<file path="src/rtl/video_collision_unit_if.sv">
// iomem bus bundle for video_collision_unit: the CPU side is the master,
// the collision unit is the slave.
interface video_collision_unit_if;
   logic        iomem_valid;
   logic        iomem_ready;
   logic [3:0]  iomem_wstrb;
   logic [31:0] iomem_addr;
   logic [31:0] iomem_wdata;
   logic [31:0] iomem_rdata;

   modport master (
      output iomem_valid, iomem_wstrb, iomem_addr, iomem_wdata,
      input  iomem_ready, iomem_rdata
   );

   modport slave (
      input  iomem_valid, iomem_wstrb, iomem_addr, iomem_wdata,
      output iomem_ready, iomem_rdata
   );
endinterface

</file>
<file path="src/rtl/video_collision_unit.sv">
// Per-frame sprite/sprite and sprite/background collision latch with an iomem
// register window. Optional end-of-frame interrupt built when COLLISION_IRQ_EN is defined.
module video_collision_unit #(
   parameter int NUM_SPRITES = 8
) (
   input  logic                    clk,
   input  logic                    reset,
   video_collision_unit_if.slave   bus,
   input  logic                    video_active,
   input  logic                    vga_vsync,
   input  logic [NUM_SPRITES-1:0]  pix_sprite_hit,
   input  logic                    pix_bg_nonzero,
   output logic                    irq
);

   typedef enum logic {
      S_IDLE,
      S_ACK
   } bus_state_e;

   logic [NUM_SPRITES-1:0] work_ss_q, work_ss_d;
   logic [NUM_SPRITES-1:0] work_sb_q, work_sb_d;
   logic [NUM_SPRITES-1:0] lat_ss_q, lat_sb_q;
   logic [15:0]            frame_cnt_q;
   logic                   vsync_d_q;
   logic                   frame_edge;
   logic                   multi_hit;

   bus_state_e             state_q;
   logic                   ready_q;
   logic [31:0]            rdata_q;
   logic                   accept;
   logic [1:0]             offset;
   logic [31:0]            rd_mux;
   logic [7:0]             lat_ss8, lat_sb8;

   assign frame_edge = vsync_d_q & ~vga_vsync;
   // Two or more lanes set: clearing the lowest set bit still leaves something.
   assign multi_hit  = |(pix_sprite_hit & (pix_sprite_hit - NUM_SPRITES'(1)));
   assign offset     = bus.iomem_addr[3:2];
   assign accept     = (state_q == S_IDLE) && bus.iomem_valid && !ready_q &&
                       (bus.iomem_addr[23:20] == 4'h4);

`ifdef COLLISION_IRQ_EN
   logic irq_en_q, pending_q, irq_q;
   logic ctrl_wr, work_nonzero;
   logic unused_bits;

   assign ctrl_wr      = accept && bus.iomem_wstrb[0] && (offset == 2'd2);
   assign work_nonzero = |{work_ss_q, work_sb_q};
   assign unused_bits  = ^{bus.iomem_addr[31:24], bus.iomem_addr[19:4], bus.iomem_addr[1:0],
                           bus.iomem_wstrb[3:1], bus.iomem_wdata[31:2]};

   always_ff @(posedge clk or posedge reset) begin
      if (reset) begin
         irq_en_q  <= 1'b0;
         pending_q <= 1'b0;
         irq_q     <= 1'b0;
      end else begin
         if (ctrl_wr) irq_en_q <= bus.iomem_wdata[0];
         // A frame that sets pending beats a same-edge write-1-to-clear.
         if (frame_edge && work_nonzero)          pending_q <= 1'b1;
         else if (ctrl_wr && bus.iomem_wdata[1])  pending_q <= 1'b0;
         irq_q <= pending_q & irq_en_q;
      end
   end

   assign irq = irq_q;
`else
   logic unused_bits;

   assign unused_bits = ^{bus.iomem_addr[31:24], bus.iomem_addr[19:4], bus.iomem_addr[1:0],
                          bus.iomem_wstrb, bus.iomem_wdata};
   assign irq = 1'b0;
`endif

   // A pixel on the frame-edge cycle lands in the freshly cleared work set.
   always_comb begin
      work_ss_d = frame_edge ? '0 : work_ss_q;
      work_sb_d = frame_edge ? '0 : work_sb_q;
      if (video_active) begin
         if (multi_hit)      work_ss_d = work_ss_d | pix_sprite_hit;
         if (pix_bg_nonzero) work_sb_d = work_sb_d | pix_sprite_hit;
      end
   end

   // NOTE: every always_comb output gets a default before the case, so no path infers a latch.
   always_comb begin
      lat_ss8                    = '0;
      lat_sb8                    = '0;
      lat_ss8[NUM_SPRITES-1:0]   = lat_ss_q;
      lat_sb8[NUM_SPRITES-1:0]   = lat_sb_q;
      rd_mux                     = '0;
      case (offset)
         2'd0:    rd_mux = {16'h0000, lat_sb8, lat_ss8};
         2'd1:    rd_mux = {16'h0000, frame_cnt_q};
`ifdef COLLISION_IRQ_EN
         2'd2:    rd_mux = {30'h0, pending_q, irq_en_q};
`endif
         default: rd_mux = '0;
      endcase
   end

   // NOTE: state registers use non-blocking assignments so every flop samples pre-edge values.
   always_ff @(posedge clk or posedge reset) begin
      if (reset) begin
         vsync_d_q   <= 1'b1;
         work_ss_q   <= '0;
         work_sb_q   <= '0;
         lat_ss_q    <= '0;
         lat_sb_q    <= '0;
         frame_cnt_q <= '0;
      end else begin
         vsync_d_q <= vga_vsync;
         work_ss_q <= work_ss_d;
         work_sb_q <= work_sb_d;
         if (frame_edge) begin
            lat_ss_q    <= work_ss_q;
            lat_sb_q    <= work_sb_q;
            frame_cnt_q <= frame_cnt_q + 16'd1;
         end
      end
   end

   always_ff @(posedge clk or posedge reset) begin
      if (reset) begin
         state_q <= S_IDLE;
         ready_q <= 1'b0;
         rdata_q <= '0;
      end else begin
         case (state_q)
            S_IDLE: begin
               if (accept) begin
                  state_q <= S_ACK;
                  ready_q <= 1'b1;
                  rdata_q <= rd_mux;
               end
            end
            S_ACK: begin
               state_q <= S_IDLE;
               ready_q <= 1'b0;
               rdata_q <= '0;
            end
         endcase
      end
   end

   assign bus.iomem_ready = ready_q;
   assign bus.iomem_rdata = rdata_q;

endmodule
</file>
<file path="src/flat_wrapper.sv">
// flat-port wrapper written by rule: the top's interface ports become plain ports
module video_collision_unit_flat 
#(
   parameter int NUM_SPRITES = 8
)
  (clk, reset, video_active, vga_vsync, pix_sprite_hit, pix_bg_nonzero, irq, bus_iomem_valid, bus_iomem_wstrb, bus_iomem_addr, bus_iomem_wdata, bus_iomem_ready, bus_iomem_rdata);
  video_collision_unit_if bus_i ();
  input  logic clk;
  input  logic reset;
  input  logic video_active;
  input  logic vga_vsync;
  input  logic [NUM_SPRITES-1:0] pix_sprite_hit;
  input  logic pix_bg_nonzero;
  output logic irq;
  input wire logic [$bits(bus_i.iomem_valid)-1:0] bus_iomem_valid;
  input wire logic [$bits(bus_i.iomem_wstrb)-1:0] bus_iomem_wstrb;
  input wire logic [$bits(bus_i.iomem_addr)-1:0] bus_iomem_addr;
  input wire logic [$bits(bus_i.iomem_wdata)-1:0] bus_iomem_wdata;
  output wire logic [$bits(bus_i.iomem_ready)-1:0] bus_iomem_ready;
  output wire logic [$bits(bus_i.iomem_rdata)-1:0] bus_iomem_rdata;
  assign bus_i.iomem_valid = bus_iomem_valid;
  assign bus_i.iomem_wstrb = bus_iomem_wstrb;
  assign bus_i.iomem_addr = bus_iomem_addr;
  assign bus_i.iomem_wdata = bus_iomem_wdata;
  assign bus_iomem_ready = bus_i.iomem_ready;
  assign bus_iomem_rdata = bus_i.iomem_rdata;
  video_collision_unit #(.NUM_SPRITES(NUM_SPRITES)) u_core (.clk(clk), .reset(reset), .bus(bus_i), .video_active(video_active), .vga_vsync(vga_vsync), .pix_sprite_hit(pix_sprite_hit), .pix_bg_nonzero(pix_bg_nonzero), .irq(irq));
endmodule
</file>
<file path="config.mk">
export PLATFORM = sky130hd
export DESIGN_NAME = video_collision_unit_flat
export DESIGN_NICKNAME = d
export VERILOG_FILES = /design/src/rtl/video_collision_unit_if.sv /design/src/rtl/video_collision_unit.sv /design/src/flat_wrapper.sv
export SDC_FILE = /design/constraint.sdc
export NUM_CORES = 1
export LEC_CHECK = 0
export CORE_UTILIZATION = 35
export DETAILED_ROUTE_END_ITERATION = 10
export HOLD_SLACK_MARGIN = 0.03
export PLACE_DENSITY = 0.66
export SLEW_MARGIN = 20
export SYNTH_ARGS = -nofsm -noshare
export SYNTH_HDL_FRONTEND = slang
export SYNTH_SLANG_ARGS = --single-unit
</file>
<file path="constraint.sdc">
create_clock -name clk -period 6.1 [get_ports clk]
set_input_delay 1.525 -clock clk [delete_from_list [all_inputs] [get_ports clk]]
set_output_delay 1.525 -clock clk [all_outputs]
set_load 0.005 [all_outputs]
</file>
==> flow_summary.yaml <==
status:
  status: "complete, no violations"
timing:
  period_minus_slack_ns: 3.15
  skew_ns: 0.00277
  worst_pin_slew_ns: 0.983
  period_share_pct: 51.6
  hold_violations: 0
  max_slew_margin_pct: 34.2
  setup_viol: 0
  final.setup.tns_ns: 0
  max_freq_mhz: 318
  rsz0062_at_grt: "no"
  drv_slew: 0
clock_tree:
  clock_path_buffers: 2
  htreeDepth: 3
  root_buffer: "clkbuf_8"
  clk_latency_ns: 0.34
  cts.sinks: 67
  cts_tree: "done"
  post_cts_buffers: 0
  hold_buffers: 0
  cts_resized: 0
  clkTransAtPathRegs_ns: 0.07
  numCtsBuffers: 9
route:
  vias_per_cell: 4.86
  drc: 0
  drtIter0Drc: 112
  wl_um: 5850
  num_vias: 2056
  first_pass_iters: 4
  final_antenna_net_count: 0
  wl_per_cell_um: 13.8
pwr:
  total_power_mw: 0.981
  ir_drop_v: 0.000136
  internal_power_mw: 0.719
  p_comb_share_pct: 12.1
  switching_share_pct: 26.7
  p_leak_nw: 1.66
  p_clk_share_pct: 33.2
  p_switching_mw: 0.262
  pwr-share-seq_pct: 54.8
  power.density_nw_per_um2: 274
yosys:
  synth-compound-area-share_pct: 10.2
  seq_area_frac_synth_pct: 55.3
  synth_simple_gate_area_share_pct: 16.5
  yosysWarnings: 0
  ys_top_cells_by_area: "dfrtp_1 54%, nand2_1 7.1%, mux2i_1 5.9%"
  syn_inst: 279
  yosys.area.top_type: "dfrtp_1"
  synth_fa_ha_area_share_pct: 0.413
  syn-cell-area_um2: 3030
  synthXorXnorAreaFrac_pct: 4.33
  synth_top_family_by_area: "simple AND/OR/NAND/NOR gates"
  yosysTopAreaCellShare_pct: 54.5
  synthMuxAreaShare_pct: 5.94
  ys_ff_latch: 67
  ys_types: 36
  avgSynthCellArea_um2: 10.9
job:
  maxCapViolCount: 0
die:
  die_w_um: 95.1
  io_pins: 116
  core-area_um2: 8300
  row_count: 33
  die_area_um2: 9040
  start_util_pct: 36.5
  die_y_um: 95.1
worst_setup_path:
  cp-end-kind: "flip-flop"
  required_ns: 6.33
  start_kind: "primary input"
  critical_path_class: "primary input to flip-flop"
  reg2reg_from: "u_core.frame_cnt_q[5]"
  crit_arrival_ns: 3.38
  startpoint: "pix_sprite_hit[0]"
  worstPathMaxFanout: 5
layout:
  seq_area_um2: 1680
  num-nets-final: 396
  drive_above_1_share_pct: 8.49
  fillers: 823
  synthToLayoutAreaGrowth_pct: 18.2
  multi_input_area_um2: 1200
  diodes: 0
global_routing:
  grtUsageTotal_pct: 14.4
  grt_pass1_wl_um: 9760
  grt-ovfl-total: 0
  grt_pass1_vias: 1893
  antenna_found_initial: 0
  grt_max_degree: 68
placed_design:
  dp_hpwl_um: 3980
  portBuffers: 36
  gp_congestion: 0.771
worst_hold_path:
  hp-class: "flip-flop to flip-flop"
  min-delay-start: "u_core.work_ss_q[1]"
-- flip-flops by register name, indices dropped and copies added (netlist names) --
| signal | cells |
|---|---|
| u_core.bus.iomem_rdata | 16 |
| u_core.lat_ss8 | 8 |
| u_core.vsync_d_q | 1 |
| u_core.work_ss_q | 8 |
| u_core.frame_cnt_q | 16 |
| u_core.lat_sb8 | 8 |
| u_core.bus.iomem_ready | 1 |
| u_core.work_sb_q | 8 |
| u_core.state_q | 1 |
-- cell families after synthesis --
kind of cell               Yosys count
and+or+nand+nor                    104
AOI/OAI and AO/OA                   36
DFF                                 67
xor gates and xnor gates            15
buffers and inverters               37
other                                1
adders and majority gates            1
muxes                               18
-- power by group through the flow --
stage	clock, mW	sequential [mW]	combinational [mW]
floorplan	0	0.531	0.0951
global placement	0	0.544	0.116
detailed placement	0	0.546	0.120
CTS	0.335	0.538	0.120
global route	0.351	0.545	0.134
finish	0.325	0.538	0.118
-- Yosys cell counts (all sizes together) --
cell and count:
o31ai 14, nor2b 1, a21oi 1, or2 1
xnor2 12, nor4b 1, o22ai 1, ha 1
and2 1, a32o 8, buf 23, nand4 4
clkbuf 10, conb 1, a22o 9, dfrtp 66
or3b 1, nand4b 2, nand3 8, and3 1
nor2 9, o21ai 2, dfstp 1, inv 4
mux2i 18, nand2b 1, nand3b 14, nor3 1
xor2 3, a221oi 1, nor4 2, nand2 57
-- cell type report --
cell class              count  share of cell area (%)
clock buffers              14                    4.54
well taps                 105                    3.66
flip-flops and latches     67                    46.8
clock inverters             2                   0.279
repair buffers             40                    10.9
multi-input cells         191                    33.4
inverters                   4                   0.419
-- final timing paths --
check	endpoint	slack, ns	cells past startpoint
max reg2reg	u_core.frame_cnt_q[15]	4.40	4
min	u_core.lat_ss8[1]	0.48	2
min reg2reg	u_core.lat_ss8[1]	0.48	2
min in group asynchronous	u_core.work_ss_q[7]	1.74	3
max	u_core.work_ss_q[0]	2.95	5
max in group asynchronous	u_core.lat_sb8[4]	3.81	3
-- metal layers --
| metal | vias to the layer above | routed length [um] | GRT usage, % |
|---|---|---|---|
| met3 | 8 | 259 | 4.23 |
| met2 | 54 | 2430 | 19.7 |
| met4 | 0 | 106 | 6.06 |
| li1 | 1005 | - | - |
| met1 | 989 | 3060 | 21.1 |
| met5 | - | 0 | 0 |
-- stage by stage --
step	area, um2	setup WS (ns)	instances	hold WS [ns]	utilization (%)
detailed placement	3410	2.60	407	0.465	41.1
global placement	3410	2.71	407	0.461	41.1
finish	3580	2.95	423	0.477	43.2
global route	3580	2.84	423	0.502	43.2
floorplan	3090	2.89	295	0.439	-
CTS	3580	2.96	423	0.482	43.2
-- layout by cell type, fill, tap and decap left out, types with 2 or more instances in the layout --
| master | n |
|---|---|
| a22o_1 | 7 |
| a22o_2 | 2 |
| a32o_1 | 4 |
| a32o_2 | 4 |
| buf_4 | 4 |
| clkbuf_1 | 3 |
| clkbuf_8 | 11 |
| clkdlybuf4s50_1 | 36 |
| clkinv_2 | 2 |
| conb_1 | 17 |
| dfrtp_1 | 66 |
| inv_1 | 3 |
| mux2i_1 | 18 |
| nand2_1 | 57 |
| nand3_1 | 8 |
| nand3b_1 | 14 |
| nand4_1 | 4 |
| nand4b_1 | 2 |
| nor2_1 | 9 |
| nor4_1 | 2 |
| o21ai_0 | 2 |
| o31ai_1 | 14 |
| xnor2_1 | 12 |
| xor2_1 | 3 |
-- worst max-delay path, cell delays in order --
cell	delay, ns
clkdlybuf4s50_1	0.50
nor4_1	0.53
a21oi_1	0.07
or3b_1	0.46
a32o_2	0.29
Note: power is estimated with default switching activity, not from simulation.
